### src/rtl/mac_pkg.sv
// Shared defaults and signed accumulator limits for the multiply-accumulate block.
package mac_pkg;

    localparam int unsigned DEF_DATA_W = 4;
    localparam int unsigned DEF_ACC_W  = 12;

    localparam logic signed [DEF_ACC_W-1:0] ACC_MAX = {1'b0, {(DEF_ACC_W-1){1'b1}}};
    localparam logic signed [DEF_ACC_W-1:0] ACC_MIN = {1'b1, {(DEF_ACC_W-1){1'b0}}};

endpackage

### src/rtl/mac_mult.sv
// Combinational signed DATA_W x DATA_W multiplier with a full-precision 2*DATA_W result.
module mac_mult
    import mac_pkg::*;
#(
    parameter int unsigned DATA_W = DEF_DATA_W
) (
    input  logic signed [DATA_W-1:0]   a,
    input  logic signed [DATA_W-1:0]   b,
    output logic signed [2*DATA_W-1:0] prod_c
);

    localparam int unsigned PROD_W = 2 * DATA_W;

    // Widen both operands first so (-2^(DATA_W-1))^2 keeps its positive sign.
    logic signed [PROD_W-1:0] a_ext;
    logic signed [PROD_W-1:0] b_ext;

    assign a_ext  = PROD_W'(a);
    assign b_ext  = PROD_W'(b);
    assign prod_c = a_ext * b_ext;

endmodule

### src/rtl/mac.sv
// Signed multiply-accumulate: acc <= acc + IN*W every cycle, with optional saturation.
module mac
    import mac_pkg::*;
#(
    parameter int unsigned DATA_W   = DEF_DATA_W,
    parameter int unsigned ACC_W    = DEF_ACC_W,
    parameter bit          SATURATE = 1'b0
) (
    input  logic                     clk,
    input  logic                     rstb,
    input  logic signed [DATA_W-1:0] IN,
    input  logic signed [DATA_W-1:0] W,
    output logic signed [ACC_W-1:0]  OUT
);

    localparam int unsigned PROD_W = 2 * DATA_W;
    localparam int unsigned SUM_W  = ACC_W + 1;

    localparam logic signed [ACC_W-1:0] LIM_HI = {1'b0, {(ACC_W-1){1'b1}}};
    localparam logic signed [ACC_W-1:0] LIM_LO = {1'b1, {(ACC_W-1){1'b0}}};

    logic signed [ACC_W-1:0]  acc;
    logic signed [PROD_W-1:0] prod_c;
    logic signed [SUM_W-1:0]  prod_ext_c;
    logic signed [SUM_W-1:0]  acc_ext_c;
    logic signed [SUM_W-1:0]  sum_c;
    logic                     ovf_c;
    logic signed [ACC_W-1:0]  acc_next_c;

    mac_mult #(
        .DATA_W (DATA_W)
    ) u_mult (
        .a      (IN),
        .b      (W),
        .prod_c (prod_c)
    );

    // One guard bit is enough: |product| <= 2^(ACC_W-2) when ACC_W >= 2*DATA_W.
    assign prod_ext_c = SUM_W'(prod_c);
    assign acc_ext_c  = SUM_W'(acc);
    assign sum_c      = acc_ext_c + prod_ext_c;
    assign ovf_c      = sum_c[SUM_W-1] ^ sum_c[ACC_W-1];

    always_comb begin
        acc_next_c = sum_c[ACC_W-1:0];
        if (SATURATE && ovf_c) begin
            acc_next_c = sum_c[SUM_W-1] ? LIM_LO : LIM_HI;
        end
    end

    // Accumulator register; synchronous reset discards the operands of that edge.
    always_ff @(posedge clk) begin
        if (!rstb) begin
            acc <= '0;
        end else begin
            acc <= acc_next_c;
        end
    end

    assign OUT = acc;

endmodule

### config.mk
export PLATFORM = sky130hd
export DESIGN_NAME = mac
export DESIGN_NICKNAME = d
export VERILOG_FILES = /design/src/rtl/mac_pkg.sv /design/src/rtl/mac_mult.sv /design/src/rtl/mac.sv
export SDC_FILE = /design/constraint.sdc
export NUM_CORES = 1
export LEC_CHECK = 0
export ABC_AREA = 1
export BUFFER_PORTS_ARGS = -buffer_cell sky130_fd_sc_hd__buf_2
export CAP_MARGIN = 20
export CELL_PAD_IN_SITES_DETAIL_PLACEMENT = 2
export CELL_PAD_IN_SITES_GLOBAL_PLACEMENT = 2
export CORE_AREA = 2 2 76 78
export DETAILED_ROUTE_END_ITERATION = 10
export DIE_AREA = 0 0 78 80
export MAX_ROUTING_LAYER = met4
export PLACE_DENSITY = 0.85
export REMOVE_ABC_BUFFERS = 1
export SLEW_MARGIN = 20
export SYNTH_ARGS = -nofsm -noshare
export SYNTH_HDL_FRONTEND = slang
export SYNTH_SLANG_ARGS = --single-unit
### constraint.sdc
create_clock -name clk -period 4.19 [get_ports clk]
set_input_delay 0.2095 -clock clk [delete_from_list [all_inputs] [get_ports clk]]
set_output_delay 0.2095 -clock clk [all_outputs]
set_load 0.05 [all_outputs]
# Yosys cells after proc, flatten, opt, wreduce, memory -nomap -nowiden
# Index checks and enable logic that the tools add are counted.
# classes
addsub,1
multipliers,1
# ops
op,n
$add 12x8->12,1
$mul 4x4->8,1
# totals
register_bits,12
inputBits,10
out_inout_bits,12
elab_cells,3

# Depth between registers and ports, before layout
# Gate-level depths: netlist of run 1.
# logic_depth
word_depth,2
depth_mapped,18
mapped_depth_nobuf,18

# By module
# A second synthesis of run 1 with hierarchy kept.
# hier_totals
cells_unflattened,246
area_unflattened_um2,1605.3
# by_module_without_submodules
mod,instances,cells_each,area_per_inst_um2,seq_area_each_um2
mac,1,149,957.2,240.2
mac_mult,1,97,648.1,0.0

# Worst setup path before layout of run 1
# Ideal clock, no wire load.
# synth_path
path_type,register -> register
start,register acc[3] (netlist: OUT[3])
end,register acc[10] (netlist: OUT[10])
arrival_time_ps,3081
path_slack_ps,994
path_stages_with_launch,10
n_path_buf,0
path_cell_list,dfxtp_1 -> fa_1 -> inv_1 -> fa_1 -> fa_1 -> fa_1 -> o21ai_2 -> nand3_2 -> a21oi_1 -> nor2_1
# synth_via
elab_chain_len,1
# synth_lines
element,line_no,text
"start, declared",mac.sv:22,logic signed [ACC_W-1:0] acc;
"start signal, assigned",mac.sv:56,acc <= acc_next_c;
$add 12x8->12,mac.sv:41,assign sum_c = acc_ext_c + prod_ext_c;
# Every way passes these cells.
# A chain may end at the register's enable or synchronous reset.

# Final worst setup path of run 1
# layout_path
start,input port W[3]
end,register acc[8] (netlist: OUT[8])
# layout_via
elab_chain_len,2
# layout_lines
element,line_no,text
"start, declared",mac.sv:12,"input logic signed [DATA_W-1:0] W,"
$mul 4x4->8,mac_mult.sv:20,assign prod_c = a_ext * b_ext;
$add 12x8->12,mac.sv:41,
# Every way passes these cells.

==> results of run 1 <==
-- cell usage in the layout (no fill, tap or decap) --
cell,Yosys,final
a21oi_1,10,10
o21ai_2,1,1
dfxtp_1,12,12
nand2_2,4,4
o21bai_1,1,1
fa_1,22,22
clkbuf_8,1,4
buf_2,0,21
nor2_2,1,1
inv_1,77,77
nand2_1,54,54
nand3_2,1,1
ha_1,25,25
o21a_1,1,1
nor2_1,20,20
clkinv_2,1,1
o21ai_0,4,4
nand3_1,5,5
or2_2,1,1
a21o_1,1,1
-- cells by family (layout without fill, tap and decap cells) --
group,Yosys count,after routing,share of synthesized area
fa+ha+maj,47,47,0.429
compound gates,18,18,0.0577
simple gates,86,86,0.199
flops,12,12,0.137
buf+inv,80,103,0.177
-- cell usage after synthesis --
master     n  area, sq um
inv_1     77          289
nand2_1   54          203
ha_1      25          313
fa_1      22          440
nor2_1    20         75.1
dfxtp_1   12          240
a21oi_1   10         50.1
nand3_1    5         25.0
nand2_2    4         25.0
o21ai_0    4         20.0
a21o_1     1         7.51
clkbuf_1   1         3.75
clkbuf_8   1         13.8
clkinv_2   1         5.00
nand3_2    1         10.0
nor2_2     1         6.26
o21a_1     1         7.51
o21ai_2    1         8.76
o21bai_1   1         7.51
or2_2      1         6.26
-- power breakdown --
group          total (uW)  switching, uW  internal, uW
Combinational        1230            826           407
Sequential            197           35.2           161
Clock                 135           51.6          83.4
Total                1560            913           651
-- metal layers --
metal  routed length (microns)  GRT usage  vias up
li1                          -          -      746
met1                      1990      0.189      748
met2                      2730      0.356       21
met3                       105     0.0238        4
met4                        44     0.0421        0
met5                         0          -        -
-- area by class of cell --
type	count	area share
timing repair buffer	21	0.0528
sequential	12	0.121
inverter	78	0.148
tap	72	0.0453
multi-input combinational	151	0.606
clock buffer	4	0.0277
-- critical path: stages --
cell and delay (ns):
buf_2 0.10, inv_1 0.08, or2_2 0.30, fa_1 0.53
fa_1 0.52, fa_1 0.55, fa_1 0.50, o21ai_2 0.29
a21oi_1 0.13, nand2_1 0.07, nand2_1 0.04, nor2_1 0.09
-- stage by stage --
stage | power (uW) | cells | hold WS (ns) | area [sq um] | util
finish | 1560 | 338 | 0.296 | 1990 | 0.368
global route | 1770 | 338 | 0.316 | 1990 | 0.368
CTS | 1600 | 338 | 0.291 | 1990 | 0.368
detailed placement | 1440 | 334 | 0.561 | 1930 | 0.358
global placement | 1360 | 334 | 0.555 | 1930 | 0.358
floorplan | 1110 | 241 | 0.303 | 1740 | -
-- worst min path at each step --
stage | depth (start not counted) | endpoint | slack (ns)
finish | 3 | OUT[1] | 0.30
global route | 3 | OUT[1] | 0.32
CTS | 3 | OUT[1] | 0.29
detailed placement | 3 | OUT[1] | 0.56
global placement | 3 | OUT[0] | 0.56
floorplan | 2 | OUT[1] | 0.30
==> metrics.md, run 1 <==
| Metric | Value |
|---|---|
| Status | `complete, no violations` |
| Crit path DAT | `3.44 ns` |
| Port-buffer cells | `21` |
| Mapped cell area | `0.00176 sq mm` |
| Start point of the worst hold path | `rstb` |
| CP startpoint kind | `input pin` |
| CTS resizes | `0` |
| TritonCTS Sinks | `12` |
| Sequential share of the synthesized area | `0.137` |
| Synth Warn # | `0` |
| Slew HR | `0.777` |
| DR iter-0 viols | `17` |
| Post-synth cell types | `20` |
| Vias after detailed routing | `1519` |
| DRT Pass-1 Iters | `4` |
| Root Buffer | `clkbuf_8` |
| Syn Inst Count | `243` |
| Worst Slack Setup Final | `0.938 ns` |
| Layout cells sized above 1 | `0.128` |
| Critical path endpoint | `OUT[8]` |
| Slew Limit Fails | `0` |
| Initial antenna violation count | `0` |
| Worst hold path type | `input pin to flip-flop` |
| Pre-CTS WS | `0.671 ns` |
| Power per cell area | `786 mW/mm^2` |
| FP Rows | `27` |
| CP Data Required Time | `4.38 ns` |
| Fillers | `656` |
| Clock skew | `0.00177 ns` |
| Routability cong. | `0.812` |
| GRT Total Usage | `0.180` |
| Final min period | `3.25 ns` |
| ANT cells | `0` |
| Sum Neg Setup Slack | `0 ns` |
| Yosys reg bits | `12` |
| CTS tree | `done` |
| RR Endpoint | `OUT[8]` |
| Sequential Area | `240 sq um` |
| Post-CTS Setup Inserts | `0` |
| Fin crit share | `0.776` |
| Total CTS buffers | `3` |
| Crit Path Max Fanout | `4` |
| Critical path class | `input pin to flip-flop` |
| # Max-Cap Violations | `0` |
| Clock transition at path regs | `0.06 ns` |
| Hpwl dp | `4270 microns` |
| Final setup viols | `0` |
| Total wire length | `4870 microns` |
| Drt via density | `4.49` |
| Clock Latency Late Sink | `0.25 ns` |
| VDD IR max | `0.000322 V` |
| Die Y | `80 microns` |
| Depth of the most critical reg-to-reg path | `10` |
| Total global routing overflow | `0` |
| R2R Path Start | `OUT[3]` |
| Syn_area_per_cell | `7.23 sq um` |
| Worst-Margin Slew | `0.334 ns` |
| Fin. Hold Viols | `0` |
| R2R setup slack | `1.06 ns` |
| Post-CTS Hold Buffers | `0` |
| Maximum number of pins on one net before global-route repair | `12` |
| Area taken by multi-input logic gates | `0.00120 sq mm` |
| Lkg Pwr | `0.00125 uW` |
| CP Launch Point | `W[3]` |
| CTS Buffer Depth | `2` |
| Antenna Nets Post-Route | `0` |
| Die X | `78 microns` |
| Final Net Count | `324` |
| RSZ-0062 raised after global routing | `no` |
| I/O pins | `22` |
| H-tree depth | `1` |
| Wire per inst | `14.4 microns` |
| Initial Util | `0.325` |
| Number of global-route vias before repair | `1746` |
| Max FFs per register | `12` |
| First-pass GRT wire length | `8270 microns` |
| Area delta synth->final | `13.2%` |
| Fmax | `307 MHz` |
| Setup crit end kind | `flip-flop` |
| Core box area | `0.00541 sq mm` |
| DR DRC count | `0` |
| Die area | `0.00624 sq mm` |
Note: power is estimated with default switching activity, not from simulation.
==> run 2, diff against run 1 <==
- CORE_AREA: 2 2 76 78 -> 2 2 80 82
- DIE_AREA: 0 0 78 80 -> 0 0 82 84
- PLACE_DENSITY: 0.85 -> 0.81
- clock period: 4.19 -> 2.8 ns (I/O delays scaled with it)
==> run 2 against run 1 <==
Against the previous run:
- the flow now finishes with violations (setup timing)
- clock-buffer cell count stayed put
- first-iteration DRC count up 76%
- die area grew 10%
- routed wire length increased by 31%
- cell count grew 9.8%
- critical endpoint is now OUT[11]
- largest cell class unchanged
==> metrics.md, run 2 (synthesized netlist as in run 1, its figures left out) <==
| Metric | Value |
|---|---|
| H-tree depth | `1 (unchanged)` |
| Slew HR | `0.800 (was 0.777)` |
| Initial antenna violation count | `0 (unchanged)` |
| DRT Pass-1 Iters | `3 (was 4)` |
| Final min period | `2.97 ns` |
| Post-CTS Hold Buffers | `0 (unchanged)` |
| CP startpoint kind | `flip-flop (was input pin)` |
| Total global routing overflow | `0 (unchanged)` |
| Status | `finished with violations (was complete, no violations)` |
| FP Rows | `29 (was 27)` |
| Antenna Nets Post-Route | `0 (unchanged)` |
| Final setup viols | `5 (was 0)` |
| Violated checks | `setup timing` |
| Total CTS buffers | `3 (unchanged)` |
| Core box area | `0.00610 sq mm (was 0.00541 sq mm)` |
| Vias after detailed routing | `1650 (was 1519)` |
| Worst-Margin Slew | `0.300 ns (was 0.334 ns)` |
| Routability cong. | `0.750 (was 0.812)` |
| ANT cells | `0 (unchanged)` |
| Wire per inst | `17.2 microns (was 14.4 microns)` |
| Clock Latency Late Sink | `0.26 ns (was 0.25 ns)` |
| Most common cell after layout, fill and taps aside | `inv_1 (unchanged)` |
| Area delta synth->final | `47.8% (was 13.2%)` |
| Setup crit end kind | `flip-flop (unchanged)` |
| Hpwl dp | `4560 microns (was 4270 microns)` |
| Die area | `0.00689 sq mm (was 0.00624 sq mm)` |
| Pre-CTS WS | `-0.679 ns (was 0.671 ns)` |
| CTS Buffer Depth | `2 (unchanged)` |
| DR DRC count | `0 (unchanged)` |
| Port-buffer cells | `21 (unchanged)` |
| Drt via density | `4.45 (was 4.49)` |
| Layout cells sized above 1 | `0.425 (was 0.128)` |
| DR iter-0 viols | `30 (was 17)` |
| Fin crit share | `1.06` |
| # Max-Cap Violations | `0 (unchanged)` |
| Fillers | `703 (was 656)` |
| Clock transition at path regs | `0.07 ns (was 0.06 ns)` |
| Crit path DAT | `3.12 ns (was 3.44 ns)` |
| CTS tree | `done (unchanged)` |
| Crit Path Max Fanout | `2 (was 4)` |
| RSZ-0062 raised after global routing | `yes (was no)` |
| CP Data Required Time | `2.95 ns (was 4.38 ns)` |
| Total wire length | `6380 microns (was 4870 microns)` |
| Max FFs per register | `12 (unchanged)` |
| Clock skew | `0.00357 ns (was 0.00177 ns)` |
| Min Hold Slack | `0.250 ns (was 0.296 ns)` |
| Fin. Hold Viols | `0 (unchanged)` |
| Initial Util | `0.288 (was 0.325)` |
| I/O pins | `22 (unchanged)` |
| Worst hold path type | `input pin to flip-flop (unchanged)` |
| Number of global-route vias before repair | `1955 (was 1746)` |
| First-pass GRT wire length | `9710 microns (was 8270 microns)` |
| Most frequent cells in the layout | `inv_1, nand2_1, buf_4 (was inv_1, nand2_1, ha_1)` |
| Worst Slack Setup Final | `-0.166 ns (was 0.938 ns)` |
| GRT Total Usage | `0.192 (was 0.180)` |
| Slew Limit Fails | `0 (unchanged)` |
| Final Net Count | `352 (was 324)` |
| Critical path class | `flip-flop to flip-flop (was input pin to flip-flop)` |
| Fmax | `337 MHz` |
| Maximum number of pins on one net before global-route repair | `12 (unchanged)` |
| Fin util | `0.426 (was 0.368)` |
| Die Y | `84 microns (was 80 microns)` |
| TritonCTS Sinks | `12 (unchanged)` |
| Root Buffer | `clkbuf_8 (unchanged)` |
| Die X | `82 microns (was 78 microns)` |
==> run 2: cell count changes in the layout (fill, tap and decap cells not counted), sizes merged <==
cell	change
inv	+1
buf	+28
clkinv	-1
==> run 2: what timing repair did <==
action                                  in CTS  in global routing
pin swaps                                   25                 34
resized for setup                           43                 48
endpoints found under the setup margin       8                  8
buffers inserted                             1                  4
hold endpoints to repair                     0                  0
==> run 2: layout make-up <==
class,count,area (sq um),share of cell area
Multi-Input combinational cell,151,1560,0.599
Tap cell,77,96.3,0.0371
Clock buffer,4,55.1,0.0212
Inverter,78,308,0.119
Timing Repair Buffer,49,337,0.130
Sequential cell,12,245,0.0945
==> run 2: worst paths after layout <==
kind / to / startpoint / cells after the start / slack [ns]
worst min-delay path: OUT[4] / rstb / 3 / 0.25
worst max register to register: OUT[11] / OUT[3] / 13 / -0.17
worst max-delay path: OUT[11] / OUT[3] / 13 / -0.17
worst min register to register: OUT[0] / OUT[0] / 3 / 0.58
==> run 2: critical path, cell delays in order (launching register included) <==
cell     delay [ns]
dfxtp_2        0.33
fa_1           0.50
inv_1          0.05
fa_2           0.42
fa_2           0.58
inv_2          0.05
ha_4           0.27
nand2_1        0.08
nor2_2         0.17
nand3_2        0.10
nand3_4        0.11
nand2_2        0.07
nand2_2        0.07
nor2_2         0.05
==> run 2: metrics by stage <==
| stage | std cells | setup TNS [ns] | instance area [sq um] |
|---|---|---|---|
| after CTS | 367 | -0.316 | 2390 |
| after floorplan | 241 | -2.41 | 1740 |
| after global placement | 362 | -3.47 | 2130 |
| after detailed placement | 362 | -4.30 | 2130 |
| after global routing | 371 | -0.987 | 2600 |
| final | 371 | -0.508 | 2600 |
==> run 2: layer usage <==
| layer | share of wire | up-vias | global-route usage |
|---|---|---|---|
| met4 | 0.0036 | 0 | 0.00909 |
| met1 | 0.37 | 827 | 0.217 |
| met5 | 0 | - | - |
| li1 | - | 801 | - |
| met2 | 0.61 | 19 | 0.362 |
| met3 | 0.019 | 3 | 0.0325 |
Power of run 2 is not shown: default switching activity piles up to over one toggle a cycle in this logic, so the estimate is an artifact.
